==> src/rtl/ffi_gamma.sv <==
// ffi_gamma: feed-forward inhibition stage for the spiking column.
//
// Spikes are active-low. One spike step is processed per step_en. Effective
// spikes are those lines that are asserted and have not already fired in the
// current gamma window. They are passed while the window total stays within
// FFI_MAX. Once the total would exceed the budget, the stage inhibits every
// line for the rest of the window. A window lasts GAMMA_CYCLES steps.
//
// Optional feature macro: FFI_GAMMA_PRIORITY_EN
//   When defined, an overflowing step passes the lowest-index effective spikes
//   up to the remaining budget, and then inhibits. When undefined, an
//   overflowing step passes nothing.
//
// Ports:
//   clk          clock
//   rst          asynchronous active-high reset
//   step_en      advance one spike step (inputs sampled only when high)
//   clear        synchronous window restart (wins over step_en)
//   spike_in_l   active-low input spikes           [NUM_LINES]
//   spike_out_l  active-low filtered spikes (reg)  [NUM_LINES]
//   inhibited    budget exceeded in current window
//   spike_total  spikes passed so far this window  [$clog2(FFI_MAX+1)]
//   step_idx     current step within the window    [$clog2(GAMMA_CYCLES)]
//   gamma_done   one-cycle pulse on a window's final step
module ffi_gamma #(
   parameter int NUM_LINES    = 16,
   parameter int FFI_MAX      = 4,
   parameter int GAMMA_CYCLES = 8
) (
   input  logic                            clk,
   input  logic                            rst,
   input  logic                            step_en,
   input  logic                            clear,
   input  logic [NUM_LINES-1:0]            spike_in_l,
   output logic [NUM_LINES-1:0]            spike_out_l,
   output logic                            inhibited,
   output logic [$clog2(FFI_MAX+1)-1:0]    spike_total,
   output logic [$clog2(GAMMA_CYCLES)-1:0] step_idx,
   output logic                            gamma_done
);

   localparam int TW = $clog2(FFI_MAX+1);
   localparam int SW = $clog2(GAMMA_CYCLES);
   localparam int PW = $clog2(NUM_LINES+1);
   // One extra bit so that total + popcount can never wrap.
   localparam int AW = PW + 1;

   logic [NUM_LINES-1:0] spike_out_l_q, spike_out_l_d;
   logic [NUM_LINES-1:0] fired_q, fired_d;
   logic                 inhibited_q, inhibited_d;
   logic [TW-1:0]        spike_total_q, spike_total_d;
   logic [SW-1:0]        step_idx_q, step_idx_d;
   logic                 gamma_done_q, gamma_done_d;

   logic [NUM_LINES-1:0] eff;
   logic [PW-1:0]        pop;
   logic [AW-1:0]        sum;
`ifdef FFI_GAMMA_PRIORITY_EN
   logic [NUM_LINES-1:0] pass_vec;
   logic [AW-1:0]        remain;
   logic [AW-1:0]        pass_cnt;
`endif

   always_comb begin
      // Lines that already fired this window are neither passed nor counted.
      eff = ~spike_in_l & ~fired_q;
      pop = '0;
      for (int i = 0; i < NUM_LINES; i++) begin
         pop = pop + PW'(eff[i]);
      end
      sum = AW'(spike_total_q) + AW'(pop);

`ifdef FFI_GAMMA_PRIORITY_EN
      // Lowest-index effective spikes win the leftover budget.
      remain   = AW'(FFI_MAX) - AW'(spike_total_q);
      pass_vec = '0;
      pass_cnt = '0;
      for (int i = 0; i < NUM_LINES; i++) begin
         if (eff[i] && (pass_cnt < remain)) begin
            pass_vec[i] = 1'b1;
            pass_cnt    = pass_cnt + AW'(1);
         end
      end
`endif

      spike_out_l_d = '1;
      gamma_done_d  = 1'b0;
      fired_d       = fired_q;
      inhibited_d   = inhibited_q;
      spike_total_d = spike_total_q;
      step_idx_d    = step_idx_q;

      if (clear) begin
         fired_d       = '0;
         inhibited_d   = 1'b0;
         spike_total_d = '0;
         step_idx_d    = '0;
      end else if (step_en) begin
         if (!inhibited_q) begin
            if (sum <= AW'(FFI_MAX)) begin
               spike_out_l_d = ~eff;
               fired_d       = fired_q | eff;
               spike_total_d = TW'(sum);
            end else begin
`ifdef FFI_GAMMA_PRIORITY_EN
               spike_out_l_d = ~pass_vec;
               fired_d       = fired_q | pass_vec;
               spike_total_d = TW'(FFI_MAX);
`endif
               inhibited_d   = 1'b1;
            end
         end
         // The final step is filtered normally above; the window state is
         // then wiped so the next step starts a fresh window.
         if (step_idx_q == SW'(GAMMA_CYCLES-1)) begin
            gamma_done_d  = 1'b1;
            step_idx_d    = '0;
            spike_total_d = '0;
            inhibited_d   = 1'b0;
            fired_d       = '0;
         end else begin
            step_idx_d = step_idx_q + SW'(1);
         end
      end
   end

   always_ff @(posedge clk or posedge rst) begin
      if (rst) begin
         spike_out_l_q <= '1;
         fired_q       <= '0;
         inhibited_q   <= 1'b0;
         spike_total_q <= '0;
         step_idx_q    <= '0;
         gamma_done_q  <= 1'b0;
      end else begin
         spike_out_l_q <= spike_out_l_d;
         fired_q       <= fired_d;
         inhibited_q   <= inhibited_d;
         spike_total_q <= spike_total_d;
         step_idx_q    <= step_idx_d;
         gamma_done_q  <= gamma_done_d;
      end
   end

   assign spike_out_l = spike_out_l_q;
   assign inhibited   = inhibited_q;
   assign spike_total = spike_total_q;
   assign step_idx    = step_idx_q;
   assign gamma_done  = gamma_done_q;

endmodule
==> config.mk <==
export PLATFORM = sky130hd
export DESIGN_NAME = ffi_gamma
export DESIGN_NICKNAME = d
export VERILOG_FILES = /design/src/rtl/ffi_gamma.sv
export SDC_FILE = /design/constraint.sdc
export NUM_CORES = 1
export LEC_CHECK = 0
export ABC_CLOCK_PERIOD_IN_PS = 5000
export CORE_MARGIN = 8
export CORE_UTILIZATION = 45
export DETAILED_ROUTE_END_ITERATION = 16
export GPL_TIMING_DRIVEN = 1
export PLACE_DENSITY = 0.75
export SKIP_LAST_GASP = 1
export SLEW_MARGIN = 10
export SYNTH_ARGS = -nofsm -noshare
export SYNTH_HDL_FRONTEND = slang
export SYNTH_SLANG_ARGS = --single-unit
==> constraint.sdc <==
create_clock -name clk -period 5 [get_ports clk]
set_input_delay 1 -clock clk [delete_from_list [all_inputs] [get_ports clk]]
set_output_delay 1 -clock clk [all_outputs]
set_load 0.02 [all_outputs]
==> impl_results.md <==
- Status: finished with violations
- Failing checks: negative setup slack
- Sequential cell area: 0.00102 mm²
- GR Util All Layers: 0.134
- Hold Fails Final Rpt: 0
- Startpoint Class: primary input
- Lkg Pwr: 1.29 nW
- Post-synthesis register bit count: 40
- CP Max Fanout: 4
- Initial antenna violation count: 0
- Layout cell share with drive strength beyond 1: 0.371
- Port Buffers: 43
- Routed WL per cell: 14.9 µm
- Final Max Tran Viols: 0
- Area of the multi-input gates: roughly 1000 µm²
- Synthesized area: ~0.002 mm²
- Final hold slack: 477 ps
- Critical path arrival: 5340 ps
- Max cap viols: 0
- DRC Markers: 0
- Pin count of the biggest net entering global routing: 41
- Clock Tree Buf Depth: 2
- Pwr dens: 632 mW/mm²
- CP Class: primary input to flip-flop
- ANT nets after route: 0
- Min Tclk post-route: about 5100 ps
- Setup crit end kind: flip-flop
- Number of synthesized flops with an enable pin: 0
- N_diodes: 0
- Clock Latency Late Sink: about 290 ps
- Least-Margin Pin Slew: around 510 ps
- Core Util, Final: 0.652
- Detailed Route WL: 4.50 mm
- Non-Filler Instances: a little over 300
- I/O pins: 44
- Pre-Repair DR Iteration Count: 4
- Clk_skew: between 7 and 8 ps
- Vias per inst: 4.89
- Vias: around 1,500
- Num CTS Buffers: 5
- Tot Pwr: about 1.8 mW
- Placer Congestion: about 0.75
- Detailed Place HPWL: approximately 3.2 mm
- Worst hold path type: flip-flop to flip-flop
- Aggregate global routing overflow: 0
- Layout Nets: 290
- Synth warn: 0
- Hold-fix buffers, CTS: 0
- Worst reg-to-reg setup slack: 300 ps
- Core footprint: 0.00435 mm²
- Total die area: approximately 0.0069 mm²
- CTS sink cnt: 40
- Avg Synthesized Cell Area: between 10 and 15 µm²
- CTS tree: built
- Post-synth ARST share: 1.00
- Syn_nets: 221
- Die Y: 83.3 µm
- Row cnt: 24
- Vias in the first global route: approximately 1,600
- Worst-path clk slew: 80 ps
- CTS Root Cell: clkbuf_8
- Synth Instances: 181
- Fillers: 338
- Growth of design area from synthesis to finish: 39.1%
- Rel. slew slack: 0.657
- Worst setup slack after layout: -134 ps
- Top FF cell, synth: dfrtp_1
- H-tree depth: 2
- Final Setup Violations: 36
- Die W: between 80 and 90 µm
- First-pass GRT wire length: 7.62 mm
- Initial Util: 0.469
- DRT iter0 DRCs: 27
- Register area share after synthesis: 0.500
- CP required: 5200 ps
- Fmax: 0.195 GHz
- Cell variety after synth: 30
- Crit share post-route: 1.03
- Setup repair after global routing missed its margin: yes
- Peak supply drop: 834 µV
- Placed Cells: ~290
## through the flow
step	setup TNS (ps)	setup WS, ps	area (µm²)
4_1_cts	-8820	-313	2800
6_report	-2950	-134	2840
5_1_grt	-6450	-244	2840
3_3_place_gp	-23920	-714	2640
3_5_place_dp	-26350	-821	2640
2_1_floorplan	-7370	-315	2050
## kinds of logic after synthesis
kind of cell,after synthesis,share of synthesized area
xor gates and xnor gates,1,0.00429
and+or+nand+nor,70,0.180
DFF,40,0.500
AOI/OAI and AO/OA,26,0.0895
adders and majority gates,20,0.167
muxes,3,0.0153
buffers and inverters,21,0.0441
## flip-flops by register name, summed over array words and instances, names as in the netlist
signal,flops
fired_q,16
gamma_done,1
step_idx,3
spike_out_l,16
spike_total,3
inhibited,1
## layout by cell type (no fill, tap or decap), types with 2 or more instances in the layout
cell type        synthesis  routed
a21oi_1                  4       4
a31oi_1                  2       2
buf_4                    1      20
buf_6                    1       4
clkbuf_2                 0       5
clkbuf_8                 0       6
clkdlybuf4s50_1          0      35
clkinv_2                 0       2
dfrtp_1                 24      24
dfstp_2                 16      16
fa_1                    12       9
fa_2                     0       3
ha_1                     8       8
inv_1                   16      15
mux2i_1                  2       2
nand2_1                 25      25
nand2b_1                13      13
nand3b_1                 3       3
nor2_1                  10       4
nor2_2                   0       4
nor2_4                   0       2
nor3_1                   2       2
o21ai_2                 10      15
or2_2                   10       7
or2_4                    0       3
or3_1                    2       2
or3_4                    1       2
## cells in the mapped netlist (all sizes together) (2+ instances only)
cell type  count  area (µm²)
nor2          10        37.5
or2           10        62.6
a31oi          2        12.5
dfstp         16         420
inv           16        60.1
dfrtp         24         601
or3            3        23.8
mux2i          2        20.0
nand2         25        93.8
buf            2        18.8
fa            12         240
nand3b         3        22.5
nor3           2        10.0
nand2b        13        81.3
o21ai         17         123
ha             8         100
a21oi          4        20.0
clkbuf         3        11.3
## worst paths after layout
path,from,end,cells after the start
hold / removal,fired_q[7],fired_q[7],2
min in group asynchronous,rst,fired_q[15],3
setup / recovery,spike_in_l[2],spike_total[1],15
setup reg to reg,fired_q[2],spike_total[1],14
max in group asynchronous,rst,spike_out_l[14],3
hold reg to reg,fired_q[7],fired_q[7],2
## metal layers
metal / track usage / share of wire
met5: 0 / 0
met4: 0.0479 / 0.013
met3: 0.0469 / 0.058
met2: 0.219 / 0.50
met1: 0.160 / 0.43
## final cells by class
class	count	area share
multi-input combinational	121	0.352
inverter	16	0.0212
tap	52	0.0229
sequential	40	0.360
clock inverter	2	0.00353
clock buffer	6	0.0291
timing repair buffer	66	0.211
## report_power, final
group / switching (mW) / leakage [nW] / internal (mW)
sequential: 0.0181 / 0.496 / 0.374
clock: 0.110 / 0.0510 / 0.110
combinational: 0.561 / 0.740 / 0.620
## timing repair
item                       in CTS  in global routing
gates cloned                    1                  0
gates resized for setup        32                 19
pin swaps                      21                 20
setup buffers                   5                  3
setup endpoints to repair      36                 36
## critical path, stage by stage
cell and delay (ps):
buf_6 90, or2_4 240, fa_1 520, inv_2 40
fa_1 470, inv_1 50, fa_1 490, fa_1 440
fa_2 380, fa_2 390, xnor2_1 170, a221o_1 410
buf_6 150, or3_1 360, a31oi_1 130
(Power assumes the default switching activity.)
